--- src/rtl/block_load_ctrl_352_if.sv ---
// rtl/block_load_ctrl_352_if.sv - word stream from the host into the block load controller
interface block_load_ctrl_352_if #(
  parameter int WORD_W = 32
);
  logic              in_valid;
  logic [WORD_W-1:0] in_data;
  logic              in_last;
  logic              in_ready;

  modport master (output in_valid, output in_data, output in_last, input in_ready);
  modport slave  (input in_valid, input in_data, input in_last, output in_ready);
endinterface

--- src/rtl/block_load_ctrl_352.sv ---
// rtl/block_load_ctrl_352.sv - assembles one 352-bit block, commits it to memory, starts the hash core
module block_load_ctrl_352 #(
  parameter int WORD_W    = 32,
  parameter int NUM_WORDS = 11,
  parameter int CNT_W     = 16
) (
  input  logic                   CLK,
  input  logic                   RST,
  block_load_ctrl_352_if.slave   src,
  output logic                   mem_write_en,
  output logic [351:0]           mem_block_in,
  output logic                   core_start,
  input  logic                   core_done,
  output logic                   busy,
  output logic                   err_len,
  output logic [CNT_W-1:0]       blk_cnt
);
  localparam int BLK_W = WORD_W * NUM_WORDS;
  localparam int WC_W  = (NUM_WORDS > 1) ? $clog2(NUM_WORDS) : 1;
  localparam logic [WC_W-1:0] LAST_IDX = WC_W'(NUM_WORDS - 1);

  typedef enum logic [2:0] {S_LOAD, S_DRAIN, S_COMMIT, S_START, S_WAIT} state_t;

  state_t           state;
  logic [WC_W-1:0]  wcnt;
  logic [BLK_W-1:0] asm_reg;
  logic             xfer;

  // Ready is decoded from state and gated by reset so it drops during RST itself.
  assign src.in_ready = !RST && (state == S_LOAD || state == S_DRAIN);
  assign xfer         = src.in_valid && src.in_ready;
  assign mem_block_in = asm_reg;

  always_ff @(posedge CLK) begin
    if (RST) begin
      state        <= S_LOAD;
      wcnt         <= '0;
      asm_reg      <= '0;
      blk_cnt      <= '0;
      mem_write_en <= 1'b0;
      core_start   <= 1'b0;
      err_len      <= 1'b0;
      busy         <= 1'b0;
    end else begin
      mem_write_en <= 1'b0;
      core_start   <= 1'b0;
      err_len      <= 1'b0;
      case (state)
        S_LOAD: begin
          if (xfer) begin
            // First word of the block lands in the most significant slot.
            for (int k = 0; k < NUM_WORDS; k++) begin
              if (wcnt == WC_W'(k)) asm_reg[BLK_W-1-WORD_W*k -: WORD_W] <= src.in_data;
            end
            if (wcnt == LAST_IDX) begin
              wcnt <= '0;
              if (src.in_last) begin
                state        <= S_COMMIT;
                mem_write_en <= 1'b1;
                busy         <= 1'b1;
              end else begin
                err_len <= 1'b1;
                state   <= S_DRAIN;
              end
            end else if (src.in_last) begin
              err_len <= 1'b1;
              wcnt    <= '0;
            end else begin
              wcnt <= wcnt + 1'b1;
            end
          end
        end
        S_DRAIN: begin
          if (xfer && src.in_last) state <= S_LOAD;
        end
        S_COMMIT: begin
          state      <= S_START;
          core_start <= 1'b1;
        end
        S_START: state <= S_WAIT;
        S_WAIT: begin
          if (core_done) begin
            blk_cnt <= blk_cnt + 1'b1;
            state   <= S_LOAD;
            busy    <= 1'b0;
          end
        end
        default: state <= S_LOAD;
      endcase
    end
  end
endmodule

--- src/flat_wrapper.sv ---
// flat-port wrapper written by rule: the top's interface ports become plain ports
module block_load_ctrl_352_flat 
#(
  parameter int WORD_W    = 32,
  parameter int NUM_WORDS = 11,
  parameter int CNT_W     = 16
)
  (CLK, RST, mem_write_en, mem_block_in, core_start, core_done, busy, err_len, blk_cnt, src_in_valid, src_in_data, src_in_last, src_in_ready);
  block_load_ctrl_352_if #(.WORD_W(WORD_W)) src_i ();
  input  logic CLK;
  input  logic RST;
  output logic mem_write_en;
  output logic [351:0] mem_block_in;
  output logic core_start;
  input  logic core_done;
  output logic busy;
  output logic err_len;
  output logic [CNT_W-1:0] blk_cnt;
  input wire logic [$bits(src_i.in_valid)-1:0] src_in_valid;
  input wire logic [$bits(src_i.in_data)-1:0] src_in_data;
  input wire logic [$bits(src_i.in_last)-1:0] src_in_last;
  output wire logic [$bits(src_i.in_ready)-1:0] src_in_ready;
  assign src_i.in_valid = src_in_valid;
  assign src_i.in_data = src_in_data;
  assign src_i.in_last = src_in_last;
  assign src_in_ready = src_i.in_ready;
  block_load_ctrl_352 #(.WORD_W(WORD_W), .NUM_WORDS(NUM_WORDS), .CNT_W(CNT_W)) u_core (.CLK(CLK), .RST(RST), .src(src_i), .mem_write_en(mem_write_en), .mem_block_in(mem_block_in), .core_start(core_start), .core_done(core_done), .busy(busy), .err_len(err_len), .blk_cnt(blk_cnt));
endmodule
--- config.mk ---
export PLATFORM = sky130hd
export DESIGN_NAME = block_load_ctrl_352_flat
export DESIGN_NICKNAME = d
export VERILOG_FILES = /design/src/rtl/block_load_ctrl_352_if.sv /design/src/rtl/block_load_ctrl_352.sv /design/src/flat_wrapper.sv
export SDC_FILE = /design/constraint.sdc
export NUM_CORES = 1
export LEC_CHECK = 0
export CAP_MARGIN = 20
export CORE_ASPECT_RATIO = 0.8
export CORE_MARGIN = 8
export CORE_UTILIZATION = 50
export DETAILED_ROUTE_END_ITERATION = 12
export PLACE_DENSITY = 0.84
export SKIP_LAST_GASP = 1
export SYNTH_ARGS = -nofsm -noshare
export SYNTH_HDL_FRONTEND = slang
export SYNTH_SLANG_ARGS = --single-unit
--- constraint.sdc ---
create_clock -name CLK -period 2.85 [get_ports CLK]
set_clock_uncertainty 0.1 [all_clocks]
set_input_delay 0.285 -clock CLK [delete_from_list [all_inputs] [get_ports CLK]]
set_output_delay 0.285 -clock CLK [all_outputs]
set_load 0.01 [all_outputs]
**Word-level counts from Yosys, hierarchy flattened**

Index checks and enable logic that the tools add are counted.

- Register bits after elaboration: 379
- Input bits: 37
- Output and inout port bits: 373
- Word-level logic and storage cells: 84

- Add/subtract/negate cells: 2
- Eq/ne operators: 19
- Multiplexer cells: 17
- Bitwise logic cells: 3
- Reduce and logical (&&, ||, !) cells: 25

Operators with widths:

| cell | number |
|---|---|
| $reduce_and A3 Y1 | 11 |
| $add A16 B1 Y16 const B | 1 |
| $eq A4 B3 Y1 const B | 4 |
| $pmux W3 S5 | 1 |
| $eq A4 B4 Y1 const B | 3 |
| $mux W3 | 4 |
| $eq A4 B2 Y1 const B | 2 |
| $mux W1 | 8 |
| $mux W4 | 2 |
| $ne A2 B2 Y1 const B | 4 |
| $eq A3 B2 Y1 const B | 2 |
| $reduce_and A5 Y1 | 1 |
| $add A4 B1 Y4 const B | 1 |
| $eq A4 B1 Y1 const B | 1 |
| $logic_not A4 Y1 | 1 |
| $reduce_and A2 Y1 | 2 |
| $reduce_and A4 Y1 | 1 |
| $reduce_or A4 Y1 | 1 |
| $eq A3 B1 Y1 const B | 1 |
| $eq A3 B3 Y1 const B | 1 |
| $logic_and A1 B1 Y1 | 3 |
| $logic_not A3 Y1 | 1 |
| $not A1 Y1 | 3 |
| $reduce_or A3 Y1 | 1 |
| other kinds (6) | 6 |

**Depth between registers and ports, before layout**

- Word-level depth: 7
- Gate-level depth with buffers: 8
- Gate-level depth less buffers: 6

**Worst setup path before layout**

Ideal clock, no wire load.

- Path type: reg2reg
- Start point: register u_core.blk_cnt[0]
- End point: register u_core.blk_cnt[14]
- Library setup time: 70 ps
- Data arrival time: 1689 ps
- Required time: 2680 ps
- Slack: 991 ps
- Stages on the path, launching flop included: 6
- Buffers on the path: 0
- Clock period less this slack: 1859 ps
- Cell sequence: dfxtp_1 > ha_1 > nand2_1 > or4_1 > or3_1 > a21oi_1

- Longest elaborated chain between the ends: 1

RTL lines:

| item | RTL line | RTL |
|---|---|---|
| start: declaration | block_load_ctrl_352.sv:16 | `output logic [CNT_W-1:0] blk_cnt` |
| start signal: assignment | block_load_ctrl_352.sv:83 | `blk_cnt <= blk_cnt + 1'b1;` |
| $add A16 B1 Y16 | block_load_ctrl_352.sv:83 |  |

Every way passes these cells.
A chain may end at the register's enable or synchronous reset.

**Worst setup path after layout**

- Start point: register u_core.state[2]
- End point: output src_in_ready

- Longest elaborated chain between the ends: 3
- Elaborated cells on any way between the ends: 4
- Those cells by class: eq/ne (1); reduce/logical (3)

RTL lines:

| item | RTL line | RTL |
|---|---|---|
| start: declaration | block_load_ctrl_352.sv:24 | `state_t state;` |
| start signal: assignment | block_load_ctrl_352.sv:36 | `state <= S_LOAD;` |
| start signal: assignment | block_load_ctrl_352.sv:58 | `state <= S_COMMIT;` |
| start signal: assignment | block_load_ctrl_352.sv:63 | `state <= S_DRAIN;` |
| $eq A3 B1 Y1 or $logic_not A3 Y1 (tied branches) | block_load_ctrl_352.sv:30 | `assign src.in_ready = !RST && (state == S_LOAD \|\| state == S_DRAIN);` |
| $logic_or A1 B1 Y1 * | block_load_ctrl_352.sv:30 |  |
| $logic_and A1 B1 Y1 * | block_load_ctrl_352.sv:30 |  |
| end: declaration | flat_wrapper.sv:22 | `output wire logic [$bits(src_i.in_ready)-1:0] src_in_ready;` |

Mark *: on every way between the ends. The rest lies on a longest branch, timed or not.

==> results by group <==
Power and ir drop
  – Switch Pwr: ~2.4 mW
  – Int Power: roughly 8.5 mW
  – Power per cell area: 569 nW/um^2
  – Share of power burned in registers: 0.492
  – Sw Ratio: 0.221
  – Leak Pwr: 6.27 nW
  – Clock power share: 0.468
  – Worst VDD drop: 0.532 mV
  – Combinational Power Share: 0.040

Clock tree
  – Root Driver: clkbuf_16
  – Clk buf depth: 3
  – Clock-pin transition on the worst setup and hold timing paths: 0.06 ns
  – CTS Buf Count: 38
  – H-tree lvl count: 2
  – CTS tree: yes
  – Setup Buffers After CTS: 0
  – Hold-fix buffers, CTS: 0
  – Worst-Skew Late Latency: 0.52 ns
  – PostCTS Resize Cnt: 0
  – CTS sink count: 379

Logic synthesis
  – Synth Flop Type: dfxtp_1
  – Synth Register Bits: 379
  – Syn Nets: 1774
  – Fraction of synthesized cell area taken by the top area cell type: 0.560
  – Largest area contributor in the netlist: dfxtp_1
  – Synth top area cells: dfxtp_1 (56%), nand2_1 (20%), a21oi_1 (13%), buf_2 (2.5%), clkbuf_1 (2.4%)
  – Syn Std Cell Area: 13600 um^2
  – Netlist cell types: 35
  – Register area share after synthesis: 0.560
  – EDFF count, synth: 0
  – Ys async rst share: 0
  – Average cell area after synthesis: 7.82 um^2
  – Cells after synthesis: 1732
  – YS warnings: 0

Place
  – Post-DP HPWL: ~35 mm
  – Dpl ws: 0.609 ns
  – Routability cong.: 0.822
  – IO buf count: around 410
  – Post-DP Area: 17800 um^2
  – Dpl cells: 2393

Drt
  – ANT nets after route: 0
  – Initial DRC count: approximately 1200
  – Via density per instance: 5.46
  – DRC violations left: 0
  – Routed wire length: 50.9 mm
  – First-pass iteration count of the detailed router: 5
  – Routed len/inst: 20.7 um
  – Vias: 13400

Floorplan
  – Die H: 163 um
  – Initial Util: 0.503
  – Die width: 200 um
  – Core Area: 27000 um^2
  – Die ar.: 32700 um^2
  – Placement Rows: between 50 and 60
  – I/O pin cnt: between 400 and 500

Layout
  – Final nets: 2111
  – N_diodes: 0
  – # fillers: between 2000 and 2500
  – Area Growth Syn to Fin: 40.8%
  – Area occupied by multi-input gates: about 5200 um^2
  – Post-layout instance area: 19100 um^2
  – Final Non-Filler Cells: approximately 2500
  – Commonest non-fill, non-tap cell in the layout: nand2_1
  – Most frequent cells in the layout: nand2_1 (718), clkdlybuf4s50_1 (408), dfxtp_1 (379)
  – Reg area: ~7600 um^2
  – Fraction of layout cells with a size suffix above 1: 0.0539
  – Fin util: 0.708

Worst setup path
  – Critical R2R Launch: u_core.state[2]
  – Critical Path RT: 2.47 ns
  – Startpoint Class: register
  – WP data arrival: roughly 1.8 ns
  – Endpoint class of the critical path: primary output
  – Kind of critical path: register to primary output
  – Critical path startpoint: u_core.state[2]
  – CP Max Fanout: 9

STA
  – Worst-margin pin slew: 1.20 ns
  – Fmax: 0.463 GHz
  – Slew margin rel.: 0.203
  – Post-route setup slack: 0.689 ns
  – Post-route clock period utilization: 0.758
  – RSZ-0062 raised after global routing: false
  – Final hold violation count: 0
  – Post-route minimum period: 2.16 ns
  – Slew Limit Fails: 0
  – TNS Setup: 0 ns
  – Setup violators final: 0

Worst hold path
  – Min-delay src: RST
  – Worst hold path type: input port to register

Flow run
  – Number of max-cap violations: 0

Global routing
  – First-pass GRT wire length: 74.7 mm
  – Initial antenna violation count: 1
  – Vias in the first global route: 12800
  – Global-route usage over all layers: 0.296
  – Pin count of the biggest net entering global routing: 248
  – Remaining Overflow, GRT: 0

Outcome
  – Outcome: finished, final reports clean
cell type report:
| type | instances | area share |
|---|---|---|
| clock buffers | 59 | 0.0631 |
| clock inverters | 8 | 0.00407 |
| inverters | 5 | 0.000984 |
| multi-input cells | 1188 | 0.275 |
| flip-flops and latches | 379 | 0.398 |
| well taps | 364 | 0.0239 |
| repair buffers | 457 | 0.235 |
power groups by stage:
stage,registers (mW),clock network [mW],logic (mW)
6_report,5.34,5.08,0.433
2_1_floorplan,5.47,0,0.201
3_3_place_gp,5.46,0,0.418
4_1_cts,5.34,5.15,0.426
5_1_grt,5.34,5.38,0.455
3_5_place_dp,5.46,0,0.423
registers in the layout, summed over array words and instances (netlist names):
name                 flops
u_core.mem_block_in    352
u_core.mem_write_en      1
u_core.state             3
u_core.err_len           1
u_core.busy              1
u_core.blk_cnt          16
u_core.wcnt              4
u_core.core_start        1
critical path: stages, from the launching register on:
cell,delay [ns]
dfxtp_1,0.40
nor3_1,0.25
clkdlybuf4s50_1,0.60
kinds of logic after synthesis:
family / Yosys count / share of synthesized area
xor+xnor: 11 / 0.00711
fa+ha+maj: 5 / 0.00462
simple gates: 797 / 0.236
compound gates: 375 / 0.140
buf+inv: 165 / 0.0529
flops: 379 / 0.560
cells in the mapped netlist (2+ instances only):
cell type	number
ha_1	5
nor4_1	3
nand4b_1	2
clkbuf_1	88
dfxtp_1	379
o21ai_0	6
nor2_1	16
nor3_1	5
nand3_1	9
and4_1	11
xnor2_1	9
inv_1	5
nor2b_1	3
and2_1	4
or3_1	5
or4_1	2
buf_2	69
nand2_1	718
xor2_1	2
a21oi_1	363
nand4_1	14
routing by layer:
layer  track usage  vias to the layer above  wire (um)
met2         0.479                      695      23500
met5             0                        -          0
met1         0.352                     6374      19100
met3         0.104                      121       6380
met4         0.125                        0       1920
li1              -                     6246          -
worst paths after layout:
check,end,slack [ns],cells past startpoint
max reg2reg,u_core.mem_block_in[334],0.76,6
max,src_in_ready,0.69,2
min reg2reg,u_core.mem_block_in[320],0.35,2
min,u_core.blk_cnt[9],0.03,2
metrics by stage:
step                      total power, mW  hold WS, ns
final                                10.9       0.0296
after global routing                 11.2       0.0354
after detailed placement             5.88        0.342
after CTS                            10.9      0.00938
after global placement               5.88        0.338
after floorplan                      5.67        0.325
Note: power is estimated with default switching activity, not from simulation.
